===== config.mk =====
export PLATFORM = sky130hd
export DESIGN_NAME = multicycle_control_unit
export DESIGN_NICKNAME = d
export VERILOG_FILES = /design/src/rtl/riscv_ctrl_pkg.sv /design/src/rtl/alu_ctrl_decode.sv /design/src/rtl/multicycle_control_unit.sv
export SDC_FILE = /design/constraint.sdc
export NUM_CORES = 1
export LEC_CHECK = 0
export BUFFER_PORTS_ARGS = -buffer_cell sky130_fd_sc_hd__buf_2
export CAP_MARGIN = 15
export CORE_UTILIZATION = 40
export CTS_BUF_LIST = sky130_fd_sc_hd__clkbuf_4 sky130_fd_sc_hd__clkbuf_8 sky130_fd_sc_hd__clkbuf_16
export DETAILED_ROUTE_END_ITERATION = 16
export PLACE_DENSITY = 0.75
export SLEW_MARGIN = 30
export SYNTH_ARGS = -nofsm -noshare
export SYNTH_HDL_FRONTEND = slang
export SYNTH_SLANG_ARGS = --single-unit

===== constraint.sdc =====
create_clock -name clkIn -period 1.8 [get_ports clkIn]
set_input_delay 0.09 -clock clkIn [delete_from_list [all_inputs] [get_ports clkIn]]
set_output_delay 0.09 -clock clkIn [all_outputs]
set_load 0.02 [all_outputs]

===== src/rtl/riscv_ctrl_pkg.sv =====
// Shared definitions for the RV32I multi-cycle control unit.
// Contents: opcode constants, the FSM state encoding (4-bit, IDLE = 0),
// ALU operation encodings, ALU B-operand select encodings and the
// instruction class used by the ALU control decoder.
package riscv_ctrl_pkg;

  localparam logic [6:0] OP_R      = 7'b0110011;
  localparam logic [6:0] OP_IMM    = 7'b0010011;
  localparam logic [6:0] OP_LOAD   = 7'b0000011;
  localparam logic [6:0] OP_STORE  = 7'b0100011;
  localparam logic [6:0] OP_BRANCH = 7'b1100011;

  localparam logic [6:0] F7_BASE = 7'b0000000;
  localparam logic [6:0] F7_ALT  = 7'b0100000;

  localparam logic [2:0] F3_WORD = 3'b010;

  typedef enum logic [3:0] {
    ST_IDLE   = 4'd0,
    ST_FETCH  = 4'd1,
    ST_DECODE = 4'd2,
    ST_EXEC_R = 4'd3,
    ST_EXEC_I = 4'd4,
    ST_ADDR   = 4'd5,
    ST_MEM_RD = 4'd6,
    ST_MEM_WR = 4'd7,
    ST_WB_ALU = 4'd8,
    ST_WB_MEM = 4'd9,
    ST_BRANCH = 4'd10,
    ST_TRAP   = 4'd11
  } state_t;

  typedef enum logic [3:0] {
    ALU_ADD  = 4'd0,
    ALU_SUB  = 4'd1,
    ALU_AND  = 4'd2,
    ALU_OR   = 4'd3,
    ALU_XOR  = 4'd4,
    ALU_SLL  = 4'd5,
    ALU_SRL  = 4'd6,
    ALU_SRA  = 4'd7,
    ALU_SLT  = 4'd8,
    ALU_SLTU = 4'd9
  } alu_ctrl_t;

  typedef enum logic [1:0] {
    SRCB_RS2   = 2'd0,
    SRCB_IMM_I = 2'd1,
    SRCB_IMM_S = 2'd2
  } alu_src_b_t;

  typedef enum logic [1:0] {
    CLS_R      = 2'd0,
    CLS_IMM    = 2'd1,
    CLS_MEM    = 2'd2,
    CLS_BRANCH = 2'd3
  } op_class_t;

  // Operation selected by funct3 alone (funct7 = 0000000 flavour).
  function automatic alu_ctrl_t base_alu_op(input logic [2:0] funct3);
    case (funct3)
      3'b000:  return ALU_ADD;
      3'b001:  return ALU_SLL;
      3'b010:  return ALU_SLT;
      3'b011:  return ALU_SLTU;
      3'b100:  return ALU_XOR;
      3'b101:  return ALU_SRL;
      3'b110:  return ALU_OR;
      default: return ALU_AND;
    endcase
  endfunction

endpackage


===== src/rtl/alu_ctrl_decode.sv =====
// Combinational ALU control decoder.
// Ports:
//   op_class  in   instruction class (R, IMM, MEM, BRANCH)
//   funct3    in   funct3 field of the IR
//   funct7    in   funct7 field of the IR
//   alu_ctrl  out  ALU operation
//   legal     out  encoding is supported for this class
module alu_ctrl_decode
  import riscv_ctrl_pkg::*;
(
  input  op_class_t   op_class,
  input  logic [2:0]  funct3,
  input  logic [6:0]  funct7,
  output alu_ctrl_t   alu_ctrl,
  output logic        legal
);

  always_comb begin
    alu_ctrl = ALU_ADD;
    legal    = 1'b0;
    case (op_class)
      CLS_R: begin
        alu_ctrl = base_alu_op(funct3);
        if (funct7 == F7_BASE) begin
          legal = 1'b1;
        end else if (funct7 == F7_ALT && (funct3 == 3'b000 || funct3 == 3'b101)) begin
          legal    = 1'b1;
          alu_ctrl = (funct3 == 3'b000) ? ALU_SUB : ALU_SRA;
        end
      end
      CLS_IMM: begin
        alu_ctrl = base_alu_op(funct3);
        case (funct3)
          3'b001: legal = (funct7 == F7_BASE);
          3'b101: begin
            legal = (funct7 == F7_BASE) || (funct7 == F7_ALT);
            if (funct7 == F7_ALT) alu_ctrl = ALU_SRA;
          end
          default: legal = 1'b1;
        endcase
      end
      CLS_MEM: begin
        alu_ctrl = ALU_ADD;
        legal    = (funct3 == F3_WORD);
      end
      CLS_BRANCH: begin
        // only BEQ (000) and BNE (001) are supported
        alu_ctrl = ALU_SUB;
        legal    = (funct3[2:1] == 2'b00);
      end
      default: ;
    endcase
  end

endmodule


===== src/rtl/multicycle_control_unit.sv =====
// Multi-cycle control FSM for the RV32I subset (R, OP-IMM, LW, SW, BEQ, BNE).
// Ports:
//   clkIn, resetNIn            clock, async active-low reset
//   runIn                      fetch enable, checked at instruction boundaries
//   opcodeIn/funct3In/funct7In current IR fields
//   zeroInFlag                 ALU result == 0
//   memReadyIn                 memory handshake completion
//   memReqOut/memWriteOut      memory request / write qualifier
//   irWriteOut, pcWriteOut, pcBranchOut, regWriteOut, memToRegOut
//   aluSrcBOut, aluCtrlOut     datapath controls
//   retireOut                  instruction-complete pulse
//   illegalOut                 sticky unsupported-encoding flag
//   stateOut                   state encoding for debug
//
// state   | meaning
// IDLE    | parked, waiting for runIn
// FETCH   | instruction read; IR/PC written on memReadyIn
// DECODE  | dispatch on opcode
// EXEC_R  | register-register ALU op
// EXEC_I  | register-immediate ALU op
// ADDR    | load/store address computation
// MEM_RD  | load data read
// MEM_WR  | store data write, retires on memReadyIn
// WB_ALU  | write ALU result to rd, retire
// WB_MEM  | write load data to rd, retire
// BRANCH  | compare and conditionally redirect PC, retire
// TRAP    | unsupported encoding, absorbing until reset
module multicycle_control_unit
  import riscv_ctrl_pkg::*;
(
  input  logic       clkIn,
  input  logic       resetNIn,
  input  logic       runIn,
  input  logic [6:0] opcodeIn,
  input  logic [2:0] funct3In,
  input  logic [6:0] funct7In,
  input  logic       zeroInFlag,
  input  logic       memReadyIn,
  output logic       memReqOut,
  output logic       memWriteOut,
  output logic       irWriteOut,
  output logic       pcWriteOut,
  output logic       pcBranchOut,
  output logic       regWriteOut,
  output logic       memToRegOut,
  output logic [1:0] aluSrcBOut,
  output logic [3:0] aluCtrlOut,
  output logic       retireOut,
  output logic       illegalOut,
  output logic [3:0] stateOut
);

  state_t    state_q;
  state_t    state_d;
  state_t    boundary;
  logic      illegal_q;
  op_class_t op_class;
  alu_ctrl_t dec_alu;
  logic      dec_legal;
  logic      is_load;

  always_comb begin
    case (state_q)
      ST_EXEC_I: op_class = CLS_IMM;
      ST_ADDR:   op_class = CLS_MEM;
      ST_BRANCH: op_class = CLS_BRANCH;
      default:   op_class = CLS_R;
    endcase
  end

  alu_ctrl_decode u_alu_ctrl_decode (
    .op_class (op_class),
    .funct3   (funct3In),
    .funct7   (funct7In),
    .alu_ctrl (dec_alu),
    .legal    (dec_legal)
  );

  assign is_load  = (opcodeIn == OP_LOAD);
  assign boundary = runIn ? ST_FETCH : ST_IDLE;

  always_ff @(posedge clkIn or negedge resetNIn) begin
    if (!resetNIn) begin
      state_q   <= ST_IDLE;
      illegal_q <= 1'b0;
    end else begin
      state_q <= state_d;
      if (state_d == ST_TRAP) illegal_q <= 1'b1;
    end
  end

  always_comb begin
    state_d     = state_q;
    memReqOut   = 1'b0;
    memWriteOut = 1'b0;
    irWriteOut  = 1'b0;
    pcWriteOut  = 1'b0;
    pcBranchOut = 1'b0;
    regWriteOut = 1'b0;
    memToRegOut = 1'b0;
    aluSrcBOut  = SRCB_RS2;
    aluCtrlOut  = ALU_ADD;
    retireOut   = 1'b0;
    case (state_q)
      ST_IDLE: if (runIn) state_d = ST_FETCH;
      ST_FETCH: begin
        memReqOut = 1'b1;
        if (memReadyIn) begin
          irWriteOut = 1'b1;
          pcWriteOut = 1'b1;
          state_d    = ST_DECODE;
        end
      end
      ST_DECODE: begin
        case (opcodeIn)
          OP_R:               state_d = ST_EXEC_R;
          OP_IMM:             state_d = ST_EXEC_I;
          OP_LOAD, OP_STORE:  state_d = ST_ADDR;
          OP_BRANCH:          state_d = ST_BRANCH;
          default:            state_d = ST_TRAP;
        endcase
      end
      ST_EXEC_R: begin
        aluSrcBOut = SRCB_RS2;
        aluCtrlOut = dec_alu;
        state_d    = dec_legal ? ST_WB_ALU : ST_TRAP;
      end
      ST_EXEC_I: begin
        aluSrcBOut = SRCB_IMM_I;
        aluCtrlOut = dec_alu;
        state_d    = dec_legal ? ST_WB_ALU : ST_TRAP;
      end
      ST_ADDR: begin
        aluSrcBOut = is_load ? SRCB_IMM_I : SRCB_IMM_S;
        aluCtrlOut = dec_alu;
        if (!dec_legal) state_d = ST_TRAP;
        else            state_d = is_load ? ST_MEM_RD : ST_MEM_WR;
      end
      ST_MEM_RD: begin
        memReqOut = 1'b1;
        if (memReadyIn) state_d = ST_WB_MEM;
      end
      ST_MEM_WR: begin
        memReqOut   = 1'b1;
        memWriteOut = 1'b1;
        if (memReadyIn) begin
          retireOut = 1'b1;
          state_d   = boundary;
        end
      end
      ST_WB_ALU: begin
        regWriteOut = 1'b1;
        retireOut   = 1'b1;
        state_d     = boundary;
      end
      ST_WB_MEM: begin
        regWriteOut = 1'b1;
        memToRegOut = 1'b1;
        retireOut   = 1'b1;
        state_d     = boundary;
      end
      ST_BRANCH: begin
        aluSrcBOut = SRCB_RS2;
        aluCtrlOut = dec_alu;
        if (dec_legal) begin
          // funct3[0] distinguishes BNE from BEQ
          pcBranchOut = funct3In[0] ? !zeroInFlag : zeroInFlag;
          retireOut   = 1'b1;
          state_d     = boundary;
        end else begin
          state_d = ST_TRAP;
        end
      end
      ST_TRAP: state_d = ST_TRAP;
      default: state_d = ST_IDLE;
    endcase
  end

  assign illegalOut = illegal_q;
  assign stateOut   = state_q;

endmodule

== Word level (Yosys, flattened, before mapping) ==
Cells that the tools add are included.
Storage, ports and cells
  register bits after elaboration: 5
Operators by class
  equal/unequal tests: 27
  reduce and logical (&&, ||, !) cells: 14
  muxes and demuxes: 37
Operators with widths (number)
  4-bit 2-to-1 mux: 11
  4-bit case mux with 10 select lines: 1
  4-bit case mux with 4 select lines: 2
  4-bit case mux with 7 select lines: 1
  7-bit by 6-bit equality test with 1-bit output, second input constant: 3
  4-bit equality test, second input constant: 5
  4-bit by 3-bit equality test with 1-bit output, second input constant: 4
  1-bit 2-to-1 mux: 14
  3-bit equality test, second input constant: 3
  4-bit by 2-bit equality test with 1-bit output, second input constant: 2
  7-bit by 2-bit equality test with 1-bit output, second input constant: 1
  7-bit by 5-bit equality test with 1-bit output, second input constant: 1
  7-bit equality test, second input constant: 1
  7-bit zero test: 1
  3-bit by 2-bit equality test with 1-bit output, second input constant: 2
  2-bit case mux with 3 select lines: 1
  2-bit OR reduction: 3
  2-bit equality test, second input constant: 2
  4-bit by 1-bit equality test with 1-bit output, second input constant: 1
  2-bit zero test: 2
  4-bit zero test: 1
  2-bit 2-to-1 mux: 2
  1-bit case mux with 4 select lines: 1
  2-bit case mux with 2 select lines: 1
  other kinds (11): 12

== Depth between registers and ports, before layout ==
Gate-level depths: netlist of run 1.
  depth in word-level cells: 9
  mapped depth: 8
  mapped depth without buffers: 6

== Cells and area by module ==
Synthesis of run 1 repeated with hierarchy kept, for this count alone.
Second synthesis, totals
  cells, all modules: 125
  area, all modules: 934.6 µm²
Modules (own cells, without submodules)
  multicycle_control_unit: cells each 95, area an instance 759.5 µm², instances 1
  alu_ctrl_decode: cells each 30, area an instance 175.2 µm², instances 1

== Least setup slack after synthesis of run 1 ==
Ideal clock, no wire load.
  path kind: register to register
  start: register state_q[0], in the netlist stateOut[0]
  end: register illegal_q, in the netlist illegalOut
  clock period less this slack: 2003 ps
  data arrival time: 1938 ps
  setup time: 65 ps
  cell stages (with the launch flop): 8
  data required time: 1735 ps
  buffers on the path: 2
  path slack: -203 ps
  cells stage by stage: dfrtp_1 -> clkbuf_1 -> clkbuf_1 -> nand3_1 -> a21oi_1 -> o2bb2ai_1 -> a32oi_1 -> o22a_1
On the way
  word-level cells in the longest chain between the ends: 7
RTL lines
  start: declaration: RTL line multicycle_control_unit.sv:53  | state_t state_q;
  start signal: assignment: RTL line multicycle_control_unit.sv:87  | state_q <= state_d;
  4-bit equality test or 4-bit by 3-bit equality test with 1-bit output (tied branches): RTL line multicycle_control_unit.sv:63, multicycle_control_unit.sv:104
  2-bit case mux with 3 select lines: RTL line multicycle_control_unit.sv:63  | case (state_q)
  2-bit equality test, or another cell as far along: RTL line alu_ctrl_decode.sv:21  | case (op_class)
  1-bit case mux with 4 select lines: RTL line alu_ctrl_decode.sv:21
  4-bit 2-to-1 mux, or another cell as far along: RTL line multicycle_control_unit.sv:165  | if (dec_legal) begin
  4-bit case mux with 10 select lines (*): RTL line multicycle_control_unit.sv:104  | case (state_q)
  4-bit equality test (*): RTL line multicycle_control_unit.sv:88  | if (state_d == ST_TRAP) illegal_q <= 1'b1;
  end signal: assignment: RTL line multicycle_control_unit.sv:85  | illegal_q <= 1'b0;
  end signal: assignment: RTL line multicycle_control_unit.sv:88
  end: declaration: RTL line multicycle_control_unit.sv:56  | logic illegal_q;
Mark *: on every way between the ends. The rest lies on a longest branch, timed or not.
A chain may end at the register's enable or synchronous reset.

== Worst setup path in the final report of run 1 ==
  start: register state_q[1], in the netlist stateOut[1]
  end: register illegal_q, in the netlist illegalOut
The elaborated chain is that of the path after synthesis.

==> results.toml, run 1 <==
[clocking]
htreeDepth = 1
clkLatencyLatePin_ns = 0.24
clk_path_buf_depth = 2
cts_tree = "done"
cts-root-buf = "clkbuf_4"
numCtsBuffers = 3
clock_sinks = 5
path_clk_slew_ns = 0.05

[worst_setup_path]
worstPathRequired_ns = 1.92
arrival_ns = 2.11
path_class = "reg2reg"
critPathMaxFanout = 4
cp-start-kind = "register"
cp-end-kind = "register"

[power_and_ir_drop]
power.share.clock_pct = 43.3
peakVddDrop_v = 0.000442
power_per_cell_area_nw_per_um2 = 252
power_frac_comb_pct = 22.4
pwr-share-seq_pct = 34.3
internal_power_uw = 245
p_leak_uw = 0.000610
p_switching_uw = 84.5
switching_share_pct = 25.7

[finish]
multi_input_area_sq_um = 694
final_cell_mix = "buf_2, buf_4, nor2_1"
num-fill-cells = 136
regArea_sq_um = 126
diodes = 0
syn2layout_area_growth_pct = 65.6
instances_no_fill = 197
finalInstanceArea_sq_um = 1310
final_common_cell = "buf_2"
drive_gt1_share_pct = 50.6
nets = 195
final_util_pct = 73.3

[global_routing]
antenna_found_initial = 0
grt_use_total_pct = 26.5
gr-total-overflow = 0
grt_max_degree = 14
grt_first_pass_wirelength_mm = 4.13
grt_pass1_vias = 1003

[sta]
slew_headroom_pct = 70.3
drv_slew = 0
finalSetupViolations = 4
finClkSkew_ns = 0.00802
holdWs_ns = 0.189
tightest_slew_ns = 0.440
fmax_ghz = 0.503
final.setup.worst_slack_ns = -0.189
finalCriticalPeriod_ns = 1.99
hold_viol = 0
rsz0062_at_grt = "true"
min_period_over_period_pct = 111

[yosys]
yosys.area_share.simple_pct = 41.2
synthFlopType = "dfrtp_1"
synth_cell_type_count = 46
yosys.area_share.adder_pct = 0
yosysTopAreaCell = "dfrtp_1"
synth_xor_area_share_pct = 1.11
synth.area.top_cells = "dfrtp_1, nor2_1, nand2_1"
ys_seq_elements = 5
postSynthAreaPerCell_sq_um = 6.99
synth_compound_area_share_pct = 33.0
async_flop_share_pct = 100
seq_area_frac_synth_pct = 15.8
syn_inst = 113
synth_edf_count = 0
syn_nets = 135
yosys-mux-area-fraction_pct = 1.90
synth_warnings = 0
netlist_area_sq_um = 790
synth_top_area_share_pct = 15.8
synth_top_family_by_area = "simple AND/OR/NAND/NOR gates"

[floorplanning]
coreArea_sq_um = 1780
dieArea_sq_um = 2160
rows = 15
ioPinCount = 41
die_h_um = 46.4
initial_core_util_pct = 44.3
die_x_um = 46.4

[detailed_routing]
wl_per_cell_um = 16.1
vias = 1218
viasPerCell = 6.18
drc = 0
firstDrtPassIters = 4
drt_wl_total_mm = 3.17
drt_iter0_drc = 49
postRouteAntennaNets = 0

[placed_design]
pre_cts_ws_ns = -0.136
post_dp_cell_area_sq_um = 1090
place.gp.congestion = 0.785
place_inst = 184
place_hpwl_mm = 2.00
place.port_buffers = 40

[status]
status = "complete, but fails checks"
violations = "setup timing"

[job]
max-cap-violations = 0

[min_path]
hp-class = "in2async"
[per-stage QoR]
step,power (uW),TNS (ns)
3_5_place_dp,179,-0.173
2_1_floorplan,143,-0.132
4_1_cts,330,-0.138
3_3_place_gp,176,-0.0286
5_1_grt,347,-0.693
6_report,329,-0.326
[flip-flops by register name, indices dropped and copies added (netlist names)]
| name | flops |
|---|---|
| illegalOut | 1 |
| stateOut | 4 |
[routing by layer]
layer	part of all wire, %	global-route usage [%]	routed length [um]	vias up
met3	9.0	7.45	285	24
met4	4.4	8.82	141	0
met2	51	47.5	1610	98
met5	0	0	0	-
met1	36	29.6	1140	548
li1	-	-	-	548
[layout make-up]
type,count,share of cell area (%)
multi-input cells,97,53.1
flip-flops and latches,5,9.67
well taps,25,2.39
repair buffers,63,31.3
clock buffers,4,2.30
inverters,3,1.24
[power by group through the flow]
stage               Combinational, uW  Sequential, uW  Clock [uW]
floorplan                        28.4             114           0
global placement                 61.3             114           0
detailed placement               64.6             114           0
CTS                              68.4             113         149
global route                     78.6             113         156
finish                           73.9             113         142
[Yosys cell counts, types with 2 or more instances]
cell type   n
nor2_1     15
inv_1       3
buf_2       2
and3_1      2
a211oi_1    2
a21oi_1     7
nand2b_1    2
clkbuf_1    4
nand3b_1    2
dfrtp_1     5
o21ai_0     7
a32o_1      2
nor2b_1     7
nand2_1    12
a2111oi_0   2
nand3_1     3
nor3_1      5
o2bb2ai_1   2
nand4_1     2
[worst paths after layout]
| check | cells after the start | startpoint | end | slack (ns) |
|---|---|---|---|---|
| max reg2reg | 7 | stateOut[1] | illegalOut | -0.19 |
| min | 2 | resetNIn | stateOut[3] | 0.19 |
| max in group asynchronous | 2 | resetNIn | stateOut[2] | 1.46 |
| min in group clkIn | 3 | opcodeIn[6] | stateOut[3] | 0.21 |
| min reg2reg | 1 | illegalOut | illegalOut | 0.53 |
| max | 7 | stateOut[1] | illegalOut | -0.19 |
[cells by family after synthesis]
group / count (synthesis)
and+or+nand+nor: 60
xor gates and xnor gates: 1
muxes: 1
AOI/OAI and AO/OA: 35
buffers and inverters: 11
DFF: 5
[critical path: stages (launching register included)]
cell	delay, ns
dfrtp_1	0.39
or3b_4	0.42
buf_4	0.16
nor2_1	0.26
a211oi_4	0.12
a211oi_2	0.25
a311oi_2	0.06
o22a_1	0.21
[repair_timing]
item / 4_1_cts / 5_1_grt
hold buffers: 1 / 0
gates cloned: 1 / 0
buffers inserted: 4 / 4
setup endpoints to repair: 6 / 7
pin swaps: 1 / 6
hold endpoints to repair: 5 / 0
resized for setup: 12 / 20
Note: power is estimated with default switching activity, not from simulation.
==> run 2, diff against run 1 <==
- CORE_UTILIZATION: 40 -> 44
- CTS_BUF_LIST: sky130_fd_sc_hd__clkbuf_4 sky130_fd_sc_hd__clkbuf_8 sky130_fd_sc_hd__clkbuf_16 -> sky130_fd_sc_hd__clkbuf_4 sky130_fd_sc_hd__clkbuf_8
- PLACE_DENSITY: 0.75 -> 0.78
- SYNTH_HIERARCHICAL: default -> 1
==> results.toml, run 2 <==
[floorplanning]
ioPinCount = 41
die_x_um = 48.1
coreArea_sq_um = 1980
initial_core_util_pct = 47.2
dieArea_sq_um = 2310
die_h_um = 48.1
rows = 16

[finish]
final_common_cell = "buf_2"
drive_gt1_share_pct = 63.6
final_util_pct = 83.0
nets = 221
syn2layout_area_growth_pct = 75.9
diodes = 0
largest_register_ffs = 4
instances_no_fill = 225
final_cell_mix = "buf_2, buf_4, nand2_1, buf_6, nor2_1"

[yosys]
synth_edf_count = 0
ys_seq_elements = 5
synth_common_cells = "nand2_1, nor2_1, a21oi_1"
synthFlopType = "dfrtp_1"
syn_inst = 125
synth_cell_type_count = 48
postSynthAreaPerCell_sq_um = 7.48
synth_most_common_cell = "nand2_1"
async_flop_share_pct = 100
netlist_area_sq_um = 935
synth_top_area_share_pct = 13.4
seq_area_frac_synth_pct = 13.4
synth.area.top_cells = "dfrtp_1, nand2_1, nand2b_1"
syn_nets = 147
synth_warnings = 6
yosysTopAreaCell = "dfrtp_1"

[detailed_routing]
wl_per_cell_um = 16.5
postRouteAntennaNets = 0
firstDrtPassIters = 4
maxUsedRoutingLayer = "met4"
vias = 1287
wl_met2_mm = 1.98
route.met3.wl_um = 205
drt_wl_total_mm = 3.71
drt_iter0_drc = 50
met1_length_mm = 1.42
viasPerCell = 5.72
drc = 0

[clocking]
clock_sinks = 5
cts-root-buf = "clkbuf_4"
htreeDepth = 1
path_clk_slew_ns = 0.05
clkLatencyLatePin_ns = 0.26
clk_path_buf_depth = 2
numCtsBuffers = 3
cts_tree = "done"

[sta]
finalSetupViolations = 11
final.setup.worst_slack_ns = -0.926
min_period_over_period_pct = 151
finalCriticalPeriod_ns = 2.73
slew_headroom_pct = 67.7
drv_slew = 0
rsz0062_at_grt = "true"
fmax_ghz = 0.367
tightest_slew_ns = 0.478
finClkSkew_ns = 0.00948
hold_viol = 0

[worst_setup_path]
critPathMaxFanout = 6
path_class = "reg2reg"
reg2regPathDepth = 12
crit_slowest_cell = "a2111oi_4"
reg2reg_slack_ns = -0.93
cpMostUsedCell = "nand2_1"
worstPathRequired_ns = 1.93
arrival_ns = 2.85
cp-start-kind = "register"
cp-end-kind = "register"
cp-startpoint = "stateOut[2]"
path_cells = "and2b_4 -> a21o_1 -> nor2b_4 -> nor2_1 -> nor3_1 -> o32a_1 -> buf_4 -> nand2b_4 -> a21oi_1 -> nand2_1 -> a2111oi_4 -> nand2_1"
r2r-end = "stateOut[0]"
cpPeakStageDelay_ns = 0.42
reg2reg_from = "stateOut[2]"

[placed_design]
place.gp.congestion = 0.935
place_inst = 208
place.port_buffers = 40
place_hpwl_mm = 2.26

[global_routing]
gr-total-overflow = 0
grt_max_degree = 18
antenna_found_initial = 0
grt_use_total_pct = 29.7
grt_first_pass_wirelength_mm = 4.76
grt_pass1_vias = 1104

[power_and_ir_drop]
peakVddDrop_v = 0.00105
power_per_cell_area_nw_per_um2 = 1550
p_leak_uw = 0.000778

[status]
status = "complete, but fails checks"
violations = "setup timing"

[job]
max-cap-violations = 0

[min_path]
hp-class = "in2async"
==> run 2: cell types whose count changed in the layout (fill, tap and decap cells not counted), moves of 3 or more <==
cell | previous run | this run
buf_4 | 19 | 31
nand2b_1 | 2 | 5
nor2_1 | 15 | 11
nand2b_4 | 0 | 4
o21ai_0 | 6 | 0
nor2b_1 | 7 | 2
buf_6 | 5 | 12
inv_1 | 1 | 4
a21oi_2 | 1 | 4
buf_2 | 37 | 34
a31oi_1 | 0 | 3
nor2b_4 | 0 | 3
==> run 2: through the flow <==
stage / TNS (ns) / cell area (sq um) / total power (uW) / setup slack (ns) / hold WS [ns]
global placement: -3.07 / 1310 / 1750 / -0.615 / -0.0970
CTS: -4.37 / 1460 / 2140 / -0.749 / 0.168
finish: -5.85 / 1640 / 2550 / -0.926 / 0.194
global route: -7.00 / 1640 / 2700 / -1.06 / 0.215
detailed placement: -3.74 / 1310 / 1790 / -0.732 / -0.0941
floorplan: -3.41 / 970 / 1320 / -0.709 / -0.206
==> run 2: final cells by class <==
cell class | count | area (sq um)
clock buffer | 4 | 30.0
sequential | 5 | 129
tap | 27 | 33.8
fill | 121 | 338
inverter | 6 | 22.5
timing repair buffer | 78 | 548
multi-input combinational | 105 | 881
==> run 2: how the worst max path moves through the flow <==
stage,slack (ns),depth (start not counted),to
after global routing,-1.06,12,stateOut[0]
after CTS,-0.75,12,illegalOut
after global placement,-0.62,10,illegalOut
after detailed placement,-0.73,12,illegalOut
after floorplan,-0.71,12,illegalOut
final,-0.93,12,stateOut[0]
==> run 2: per-layer routing <==
metal | track usage, % | vias to the layer above
met5 | 0 | -
met4 | 12.8 | 0
met3 | 4.81 | 13
met2 | 54.3 | 81
met1 | 33.9 | 593
li1 | - | 600
==> run 2: critical path, delay by kind of cell, from the launching register on <==
family | cells | cell delay [ns]
and+or+nand+nor | 7 | 1.06
AOI/OAI and AO/OA | 4 | 0.97
DFF | 1 | 0.41
buffers and inverters | 1 | 0.16
==> run 2: timing repair <==
action	4_1_cts	5_1_grt
hold buffers	1	0
setup endpoints to repair	11	12
pin swaps	6	11
setup buffers	6	6
gates resized for setup	18	32
gates cloned	0	0
endpoints found under the hold margin	5	0
==> run 2: power breakdown <==
part	internal [uW]	total, uW	switching, uW
Combinational	1040	2170	1130
Clock	99.8	160	60.5
Sequential	158	222	63.7
==> run 2: kinds of logic after synthesis <==
family | after synthesis | synth area share, %
and+or+nand+nor | 68 | 44.8
AOI/OAI and AO/OA | 34 | 29.1
buffers and inverters | 15 | 9.77
DFF | 5 | 13.4
xor gates and xnor gates | 2 | 1.87
muxes | 1 | 1.07
